[src/rtl/key_event_queue.sv]
// Turns the debounced 16-key level vector into press events (code = key index - 1)
// queued in a show-ahead FIFO for the CPU port; repeat presses merge and flag overflow.
module key_event_queue #(
  parameter int DEPTH = 8,
  localparam int AW = $clog2(DEPTH)
) (
  input  logic          clk,
  input  logic          rst_n,
  input  logic [16:1]   keys,
  input  logic          rd_en,
  input  logic          clr_ovf,
  output logic [3:0]    key_code,
  output logic          key_valid,
  output logic [AW:0]   count,
  output logic          overflow
);

  localparam logic [AW:0] FULL = (AW + 1)'(DEPTH);

  logic [16:1]   keys_d;
  logic [16:1]   pending;
  logic [16:1]   rise;
  logic [16:1]   lowest;
  logic [16:1]   grant;
  logic [3:0]    mem [DEPTH];
  logic [AW-1:0] wr_ptr;
  logic [AW-1:0] rd_ptr;
  logic [AW:0]   count_q;
  logic          push;
  logic          pop;
  logic          push_ok;
  logic          ovf_set;

  function automatic logic [3:0] encode(input logic [16:1] onehot);
    logic [3:0] code;
    code = '0;
    for (int i = 1; i <= 16; i++) begin
      if (onehot[i]) code = 4'(i - 1);
    end
    return code;
  endfunction

  assign rise    = keys & ~keys_d;
  // Two's-complement trick isolates the lowest set pending bit.
  assign lowest  = pending & (~pending + 16'd1);
  assign pop     = rd_en && (count_q != '0);
  // A full queue still accepts a push when it is popped in the same cycle.
  assign push_ok = (count_q != FULL) || pop;
  assign grant   = push_ok ? lowest : '0;
  assign push    = |grant;
  assign ovf_set = |(rise & pending & ~grant);

  always_ff @(posedge clk or negedge rst_n) begin
    if (!rst_n) begin
      keys_d   <= '0;
      pending  <= '0;
      wr_ptr   <= '0;
      rd_ptr   <= '0;
      count_q  <= '0;
      overflow <= 1'b0;
    end else begin
      keys_d  <= keys;
      pending <= (pending & ~grant) | rise;
      if (push) wr_ptr <= wr_ptr + AW'(1);
      if (pop)  rd_ptr <= rd_ptr + AW'(1);
      unique case ({push, pop})
        2'b10:   count_q <= count_q + (AW + 1)'(1);
        2'b01:   count_q <= count_q - (AW + 1)'(1);
        default: count_q <= count_q;
      endcase
      if (ovf_set)      overflow <= 1'b1;
      else if (clr_ovf) overflow <= 1'b0;
    end
  end

  // Storage carries no reset; count gates what is visible.
  always_ff @(posedge clk) begin
    if (push) mem[wr_ptr] <= encode(grant);
  end

  assign key_valid = (count_q != '0);
  assign key_code  = key_valid ? mem[rd_ptr] : 4'd0;
  assign count     = count_q;

endmodule

[config.mk]
export PLATFORM = sky130hd
export DESIGN_NAME = key_event_queue
export DESIGN_NICKNAME = d
export VERILOG_FILES = /design/src/rtl/key_event_queue.sv
export SDC_FILE = /design/constraint.sdc
export NUM_CORES = 1
export LEC_CHECK = 0
export CAP_MARGIN = 20
export CORE_UTILIZATION = 25
export CTS_BUF_LIST = sky130_fd_sc_hd__clkbuf_8
export CTS_CLUSTER_SIZE = 14
export DETAILED_ROUTE_END_ITERATION = 10
export PLACE_DENSITY_LB_ADDON = 0.3
export SETUP_SLACK_MARGIN = 0.02
export SYNTH_ARGS = -nofsm -noshare
export SYNTH_HDL_FRONTEND = slang
export SYNTH_SLANG_ARGS = --single-unit
[constraint.sdc]
create_clock -name clk -period 3.1 [get_ports clk]
set_clock_uncertainty 0.1 [all_clocks]
set_input_delay 0.62 -clock clk [delete_from_list [all_inputs] [get_ports clk]]
set_output_delay 0.62 -clock clk [all_outputs]
set_load 0.05 [all_outputs]
==> results.rst, run 1 <==
.. list-table::
   :header-rows: 1

   * - Metric
     - Value
   * - Clock buffers created by TritonCTS
     - 9
   * - Slowest stage delay, CP
     - 0.56 ns
   * - Hold Path Stages
     - 1
   * - Unrepaired setup endpoints after global routing
     - no
   * - Initial standard-cell utilization of the core
     - 25.9%
   * - Cell with the most instances after synthesis
     - sky130_fd_sc_hd__dfrtp_1
   * - Outcome
     - complete, no violations
   * - Routed wire length
     - 6.55 mm
   * - Final period utilization
     - 90.7%
   * - Detail Route Antenna Nets
     - 0
   * - Clock tree from TritonCTS
     - done
   * - Fraction of the core area covered by cells at the end of the flow
     - 32.1%
   * - First-pass GRT wire length
     - 11.1 mm
   * - Count of max-cap constraint violations
     - 0
   * - Routed vias/inst
     - 4.38
   * - Unique cell type count in the Yosys netlist
     - 43
   * - Setup TNS
     - 0 ns
   * - Final-report hold violation count
     - 0
   * - Core region area
     - 12800 um2
   * - Number of enable-type register cells in the synthesized netlist
     - 32
   * - Highest clock rate
     - 0.356 GHz
   * - Placed insts
     - 471
   * - Antenna cell count
     - 0
   * - Final Max Tran Viols
     - 0
   * - Vias in the first global route
     - 2181
   * - Nets in the synthesized netlist
     - 287
   * - Ratio of total power to cell area
     - 830 nW/um2
   * - Hold path startpoint
     - keys_d[6]
   * - Synth Instances
     - 261
   * - DP HPWL
     - 4.82 mm
   * - Worst reg2reg startpoint
     - pending[14]
   * - Critical register-to-register path endpoint
     - count[3]
   * - Worst path top cell family by delay
     - multiplexers
   * - Min-Delay Endpoint
     - pending[6]
   * - Area overhead of the layout relative to synthesis
     - 23.7%
   * - Min Clock Period, post-route
     - 2.81 ns
   * - Least-Margin Pin Slew
     - 0.563 ns
   * - Pre-antenna DRT Iters
     - 4
   * - Maximum number of pins on one net before global-route repair
     - 44
   * - Die height
     - 117 um
   * - Critical Path AT
     - 2.09 ns
   * - Share of post-route cells with drive strength above 1
     - 16.4%
   * - Die area
     - 13700 um2
   * - Number of fill cells
     - 1284
   * - Number of design-rule violations left by the first detailed-router iteration
     - 133
   * - Crit Path Class
     - flip-flop to output pin
   * - Number of antenna violations at the first check in global routing
     - 0
   * - Critical Path, Cell by Cell
     - mux4_2, mux2i_1, nor2_1, dlygate4sd2_1
   * - Buffering stage count on the worst path with inverters included
     - 1
   * - Nets
     - 338
   * - Number of clock sinks
     - 75
   * - H-tree levels
     - 3
   * - Worst-Skew Late Latency
     - 0.36 ns
   * - Path type of the worst min-delay path
     - flip-flop to flip-flop
   * - Global-route total usage across every layer
     - 11.0%
   * - FF+latch count, synth
     - 75
   * - CP startpoint kind
     - flip-flop
   * - Max IR drop VDD
     - 0.261 mV
   * - Post-detailed-route wirelength per cell
     - 13.4 um
   * - Total of endpoints with negative setup slack in the final report
     - 0
   * - Post-synthesis area per instance
     - 12.7 um2
   * - Top post-synthesis cells by area
     - sky130_fd_sc_hd__dfrtp_1, sky130_fd_sc_hd__edfxtp_1, sky130_fd_sc_hd__mux4_2
   * - Routability congestion estimate from global placement
     - 0.801
   * - Count of input and output buffers
     - 29
   * - Ys Warns
     - 0
   * - Biggest fanout along the worst timing path
     - 9
   * - Depth of the worst register-to-register path
     - 12
   * - Leading register cell type out of synthesis
     - sky130_fd_sc_hd__dfrtp_1
   * - Buffer count from post-CTS setup fixing
     - 0
   * - Final instance count without filler cells
     - 489
   * - Top cells by instance count after synthesis
     - sky130_fd_sc_hd__dfrtp_1, sky130_fd_sc_hd__edfxtp_1, sky130_fd_sc_hd__inv_1
   * - Cell type contributing the most total cell area after synthesis
     - sky130_fd_sc_hd__dfrtp_1
   * - CP max-delay cell
     - sky130_fd_sc_hd__mux4_2
   * - Required time of the worst setup path
     - 2.38 ns
   * - Worst rel slew slack
     - 62.5%
   * - Std-Cell Rows
     - 41
   * - Library cell used as clock root buffer
     - sky130_fd_sc_hd__clkbuf_8
   * - Clock transition at the register clock pins on the worst setup and hold paths after CTS
     - 0.08 ns
   * - Summed instance area of the synthesized netlist
     - 3310 um2
   * - Leak pwr
     - 0.00161 uW
   * - Area share of the leading cell type in the synthesized netlist
     - 32.5%
   * - Vias
     - 2140
   * - Max clock buf depth
     - 2
   * - DRC viols
     - 0
   * - Hold slack
     - 0.344 ns
   * - I/O pin count
     - 30
   * - Slack of the worst reg-to-reg path
     - 0.32 ns
   * - X dimension of the die
     - 117 um
   * - Sequential element share of the synthesized area
     - 61.5%
   * - Async set-or-reset flop fraction in the synthesized netlist
     - 57.3%
   * - Overflow after GRT
     - 0
   * - Kind of end point of the critical path
     - output pin
worst max path at each step:
| stage | from | end | slack [ns] | cells past startpoint |
|---|---|---|---|---|
| CTS | count[2] | key_valid | 0.02 | 4 |
| global route | pending[9] | count[3] | 0.15 | 12 |
| detailed placement | rd_en | count[3] | 0.05 | 12 |
| finish | rd_ptr[0] | key_code[0] | 0.29 | 4 |
| global placement | rd_en | count[3] | 0.10 | 12 |
| floorplan | count[0] | count[3] | 0.07 | 12 |
cell type report:
cell class / count / area [um2] / area share [%]
flip-flops and latches: 75 / 2040 / 49.7
multi-input cells: 152 / 1140 / 27.8
repair buffers: 47 / 430 / 10.5
well taps: 172 / 215 / 5.25
clock buffers: 9 / 124 / 3.02
inverters: 27 / 101 / 2.47
clock inverters: 7 / 51.3 / 1.25
stage by stage:
step           worst slack, ns  total power, uW  cell area, um2
5_1_grt                  0.145             3620            4100
4_1_cts                 0.0212             3450            4070
3_5_place_dp            0.0517             2780            3890
6_report                 0.289             3400            4100
3_3_place_gp             0.100             2750            3890
2_1_floorplan           0.0681             2350            3310
timing repair:
action                                 in CTS  in global routing
endpoints found under the hold margin       0                  5
hold buffers                                0                  1
setup endpoints to repair                   2                  1
resized for setup                           3                  1
cells by family (layout without fill, tap and decap cells):
family          after synthesis  after routing  synth area share [%]
flops                        75             75                  61.5
simple gates                 72             72                  11.8
compound gates               52             52                  10.6
buf+inv                      34             90                  4.16
mux                          14             14                  7.29
xor+xnor                      8              8                  2.12
fa+ha+maj                     6              6                  2.49
where the power goes:
part,total [uW],leakage [uW],switching (uW),internal [uW]
combinational,1230,0.000751,712,517
clock,679,0.0000860,385,294
sequential,1490,0.000768,203,1290
state kept, by name (all words and copies together) (netlist names):
signal	flops
count	4
keys_d	16
mem	32
overflow	1
pending	16
rd_ptr	3
wr_ptr	3
metal layers:
metal  GRT usage, %  routed length, um  vias up
met1           14.3               3220     1033
met3           3.50                288        6
met2           17.0               2960       43
met5              0                  0        -
li1               -                  -     1058
met4           4.56                 85        0
layout by cell type (no fill, tap or decap), drive strengths merged, types with 2 or more instances in the layout:
cell,instances
dfrtp,43
edfxtp,32
inv,28
clkdlybuf4s50,23
o21ai,20
buf,20
nand2,19
nor2,18
nor3,10
clkbuf,9
mux4,8
o2111ai,7
nand2b,6
a21oi,6
xnor2,6
mux2i,5
ha,5
nor4,5
o22ai,4
nand3b,4
clkinv,4
or3,3
a221oi,3
o31ai,3
o2bb2ai,2
a21o,2
nor3b,2
a31oi,2
xor2,2
nand4b,2
clkinvlp,2
dlygate4sd2,2
Power figures use the tool's default switching activity.
==> run 2, diff against run 1 <==
RECOVER_POWER = 25   (was not set)
==> run 2 against run 1 <==
- utilization shrank 0.13 points
- clock power is essentially flat
- die area is the same
- final cell count is the same
- maximum frequency is essentially flat
- highest routed layer unchanged
- sequential cell count is the same
- first-iteration DRC count is the same
- via count is essentially flat
- critical endpoint unchanged
- total power shrank 0.23%
- non-clock buffer count is the same
- largest power group unchanged
==> results.rst, run 2 (same netlist as run 1, synthesis figures left out) <==
.. list-table::
   :header-rows: 1

   * - Metric
     - Value
   * - Pre-antenna DRT Iters
     - 4 (unchanged)
   * - Routability congestion estimate from global placement
     - 0.801 (unchanged)
   * - Core region area
     - 12800 um2 (unchanged)
   * - Crit Path Class
     - flip-flop to output pin
   * - Min Clock Period, post-route
     - 2.81 ns (-0.0000130 ns)
   * - Vias
     - 2142 (+0.093%)
   * - Biggest fanout along the worst timing path
     - 9 (unchanged)
   * - Number of fill cells
     - 1286 (+0.16%)
   * - Nets
     - 338 (unchanged)
   * - DRC viols
     - 0 (unchanged)
   * - CP startpoint kind
     - flip-flop
   * - Global-route total usage across every layer
     - 11.0% (unchanged)
   * - Post-detailed-placement cell area
     - 3890 um2 (unchanged)
   * - X dimension of the die
     - 117 um (unchanged)
   * - Outcome
     - complete, no violations
   * - Place WS
     - 0.0517 ns (unchanged)
   * - Area of all placed cells without fillers
     - 4080 um2 (-0.40%)
   * - I/O pin count
     - 30 (unchanged)
   * - Leak pwr
     - 0.00160 uW (-0.23%)
   * - Kind of end point of the critical path
     - output pin
   * - Number of clock sinks
     - 75 (unchanged)
   * - Share of post-route cells with drive strength above 1
     - 16.1% (-0.32 points)
   * - Max IR drop VDD
     - 0.260 mV (-0.42%)
   * - Unrepaired setup endpoints after global routing
     - no
   * - Vias in the first global route
     - 2181 (unchanged)
   * - Path type of the worst min-delay path
     - flip-flop to flip-flop
   * - Count of max-cap constraint violations
     - 0 (unchanged)
   * - Max clock buf depth
     - 2 (unchanged)
   * - Number of design-rule violations left by the first detailed-router iteration
     - 133 (unchanged)
   * - Count of input and output buffers
     - 29 (unchanged)
   * - DP HPWL
     - 4.82 mm (unchanged)
   * - First-pass GRT wire length
     - 11.1 mm (unchanged)
   * - Worst-Skew Late Latency
     - 0.36 ns (about the same)
   * - Clock tree from TritonCTS
     - done
   * - Final Max Tran Viols
     - 0 (unchanged)
   * - Die area
     - 13700 um2 (unchanged)
   * - Setup TNS
     - 0 ns (unchanged)
   * - Total of endpoints with negative setup slack in the final report
     - 0 (unchanged)
   * - Area of all sequential standard cells
     - 2040 um2 (unchanged)
   * - Final period utilization
     - 90.7% (about the same)
   * - Required time of the worst setup path
     - 2.38 ns (about the same)
   * - Critical Path AT
     - 2.09 ns (about the same)
   * - Multi-input combinational cell area
     - 1140 um2 (unchanged)
   * - Final-report hold violation count
     - 0 (unchanged)
   * - Biggest registers after layout
     - mem (32), keys_d (16), pending (16)
   * - Clock transition at the register clock pins on the worst setup and hold paths after CTS
     - 0.08 ns (about the same)
   * - Number of antenna violations at the first check in global routing
     - 0 (unchanged)
   * - Slack of the worst reg-to-reg path
     - 0.32 ns (about the same)
   * - Most used cells in the layout excluding fill and tap cells
     - sky130_fd_sc_hd__dfrtp_1, sky130_fd_sc_hd__edfxtp_1, sky130_fd_sc_hd__inv_1, sky130_fd_sc_hd__o21ai_0, sky130_fd_sc_hd__nand2_1
   * - Post-route worst setup slack
     - 0.289 ns (+0.0000130 ns)
   * - Most common cell after layout, fill and taps aside
     - sky130_fd_sc_hd__dfrtp_1
   * - Library cell used as clock root buffer
     - sky130_fd_sc_hd__clkbuf_8
   * - Flip-flop count of the largest register, all copies and words added
     - 32 (unchanged)
   * - Die height
     - 117 um (unchanged)
   * - Largest register by flop count
     - mem
   * - Maximum number of pins on one net before global-route repair
     - 44 (unchanged)
   * - Ratio of total power to cell area
     - 831 nW/um2 (+0.17%)
   * - Antenna cell count
     - 0 (unchanged)
   * - Routed wire length
     - 6.54 mm (-0.20%)
   * - Overflow after GRT
     - 0 (unchanged)
   * - Area overhead of the layout relative to synthesis
     - 23.2%
   * - Clock buffers created by TritonCTS
     - 9 (unchanged)
   * - Initial standard-cell utilization of the core
     - 25.9% (unchanged)
   * - Std-Cell Rows
     - 41 (unchanged)
   * - Detail Route Antenna Nets
     - 0 (unchanged)
   * - H-tree levels
     - 3 (unchanged)
   * - Routed vias/inst
     - 4.38 (about the same)
   * - Highest clock rate
     - 0.356 GHz (about the same)
   * - Worst rel slew slack
     - 37.0% (-26 points)
   * - Least-Margin Pin Slew
     - 0.946 ns (+0.383 ns)
   * - Post-detailed-route wirelength per cell
     - 13.4 um (-0.20%)
   * - Total design power
     - 3390 uW (-0.23%)
## run 2: changes by cell type in the layout (fill, tap and decap cells not counted)
| cell | previous run | this run |
|---|---|---|
| sky130_fd_sc_hd__buf_12 | 1 | 0 |
| sky130_fd_sc_hd__buf_2 | 1 | 0 |
| sky130_fd_sc_hd__clkbuf_1 | 0 | 1 |
| sky130_fd_sc_hd__clkbuf_2 | 0 | 1 |
| sky130_fd_sc_hd__clkdlybuf4s50_1 | 23 | 7 |
| sky130_fd_sc_hd__dlygate4sd3_1 | 1 | 17 |
## run 2: through the flow
step	util, %	hold slack [ns]	std cells
detailed placement	30.5	0.331	471
floorplan	-	0.224	261
CTS	31.8	0.346	487
global placement	30.5	0.322	471
global route	32.0	0.366	489
finish	32.0	0.344	489
## run 2: layout make-up
class	count	share of cell area [%]
inverter	27	2.48
tap	172	5.27
clock buffer	9	3.03
timing repair buffer	47	10.1
sequential	75	49.9
multi-input combinational	152	27.9
clock inverter	7	1.26
## run 2: path summary, 6_finish.rpt
check / from / end / cells past startpoint
max: rd_ptr[0] / key_code[0] / 4
min: keys_d[6] / pending[6] / 1
max reg2reg: pending[14] / count[3] / 12
min reg2reg: keys_d[6] / pending[6] / 1
max in group asynchronous: rst_n / overflow / 3
min in group asynchronous: rst_n / count[1] / 2
## run 2: timing repair
| item | in CTS | in global routing |
|---|---|---|
| resized for setup | 3 | 1 |
| endpoints found under the setup margin | 2 | 1 |
| pin swaps | 0 | 0 |
| hold endpoints to repair | 0 | 5 |
| hold buffers | 0 | 1 |
| buffers inserted | 0 | 0 |
## run 2: worst max-delay path, stage by stage, from the launching register on
cell and delay, ns:
sky130_fd_sc_hd__dfrtp_2 0.53, sky130_fd_sc_hd__mux4_2 0.56, sky130_fd_sc_hd__mux2i_1 0.16, sky130_fd_sc_hd__nor2_1 0.05, sky130_fd_sc_hd__dlygate4sd2_1 0.43
## run 2: power by group
group	switching, uW	internal (uW)	total [uW]
sequential	202	1290	1490
clock	385	294	679
combinational	712	511	1220
total	1300	2090	3390
## run 2: layer usage
layer	global-route usage, %	vias to the layer above	share of wire (%)
li1	-	1058	-
met1	14.3	1035	49
met2	17.0	43	45
met3	3.50	6	4.4
met4	4.56	0	1.3
met5	0	-	0
==> run 3, diff against run 2 <==
GPL_ROUTABILITY_DRIVEN = 0   (was not set)
==> results of run 3 <==
No change in the layout: final DEF, timing and power equal those of run 2.
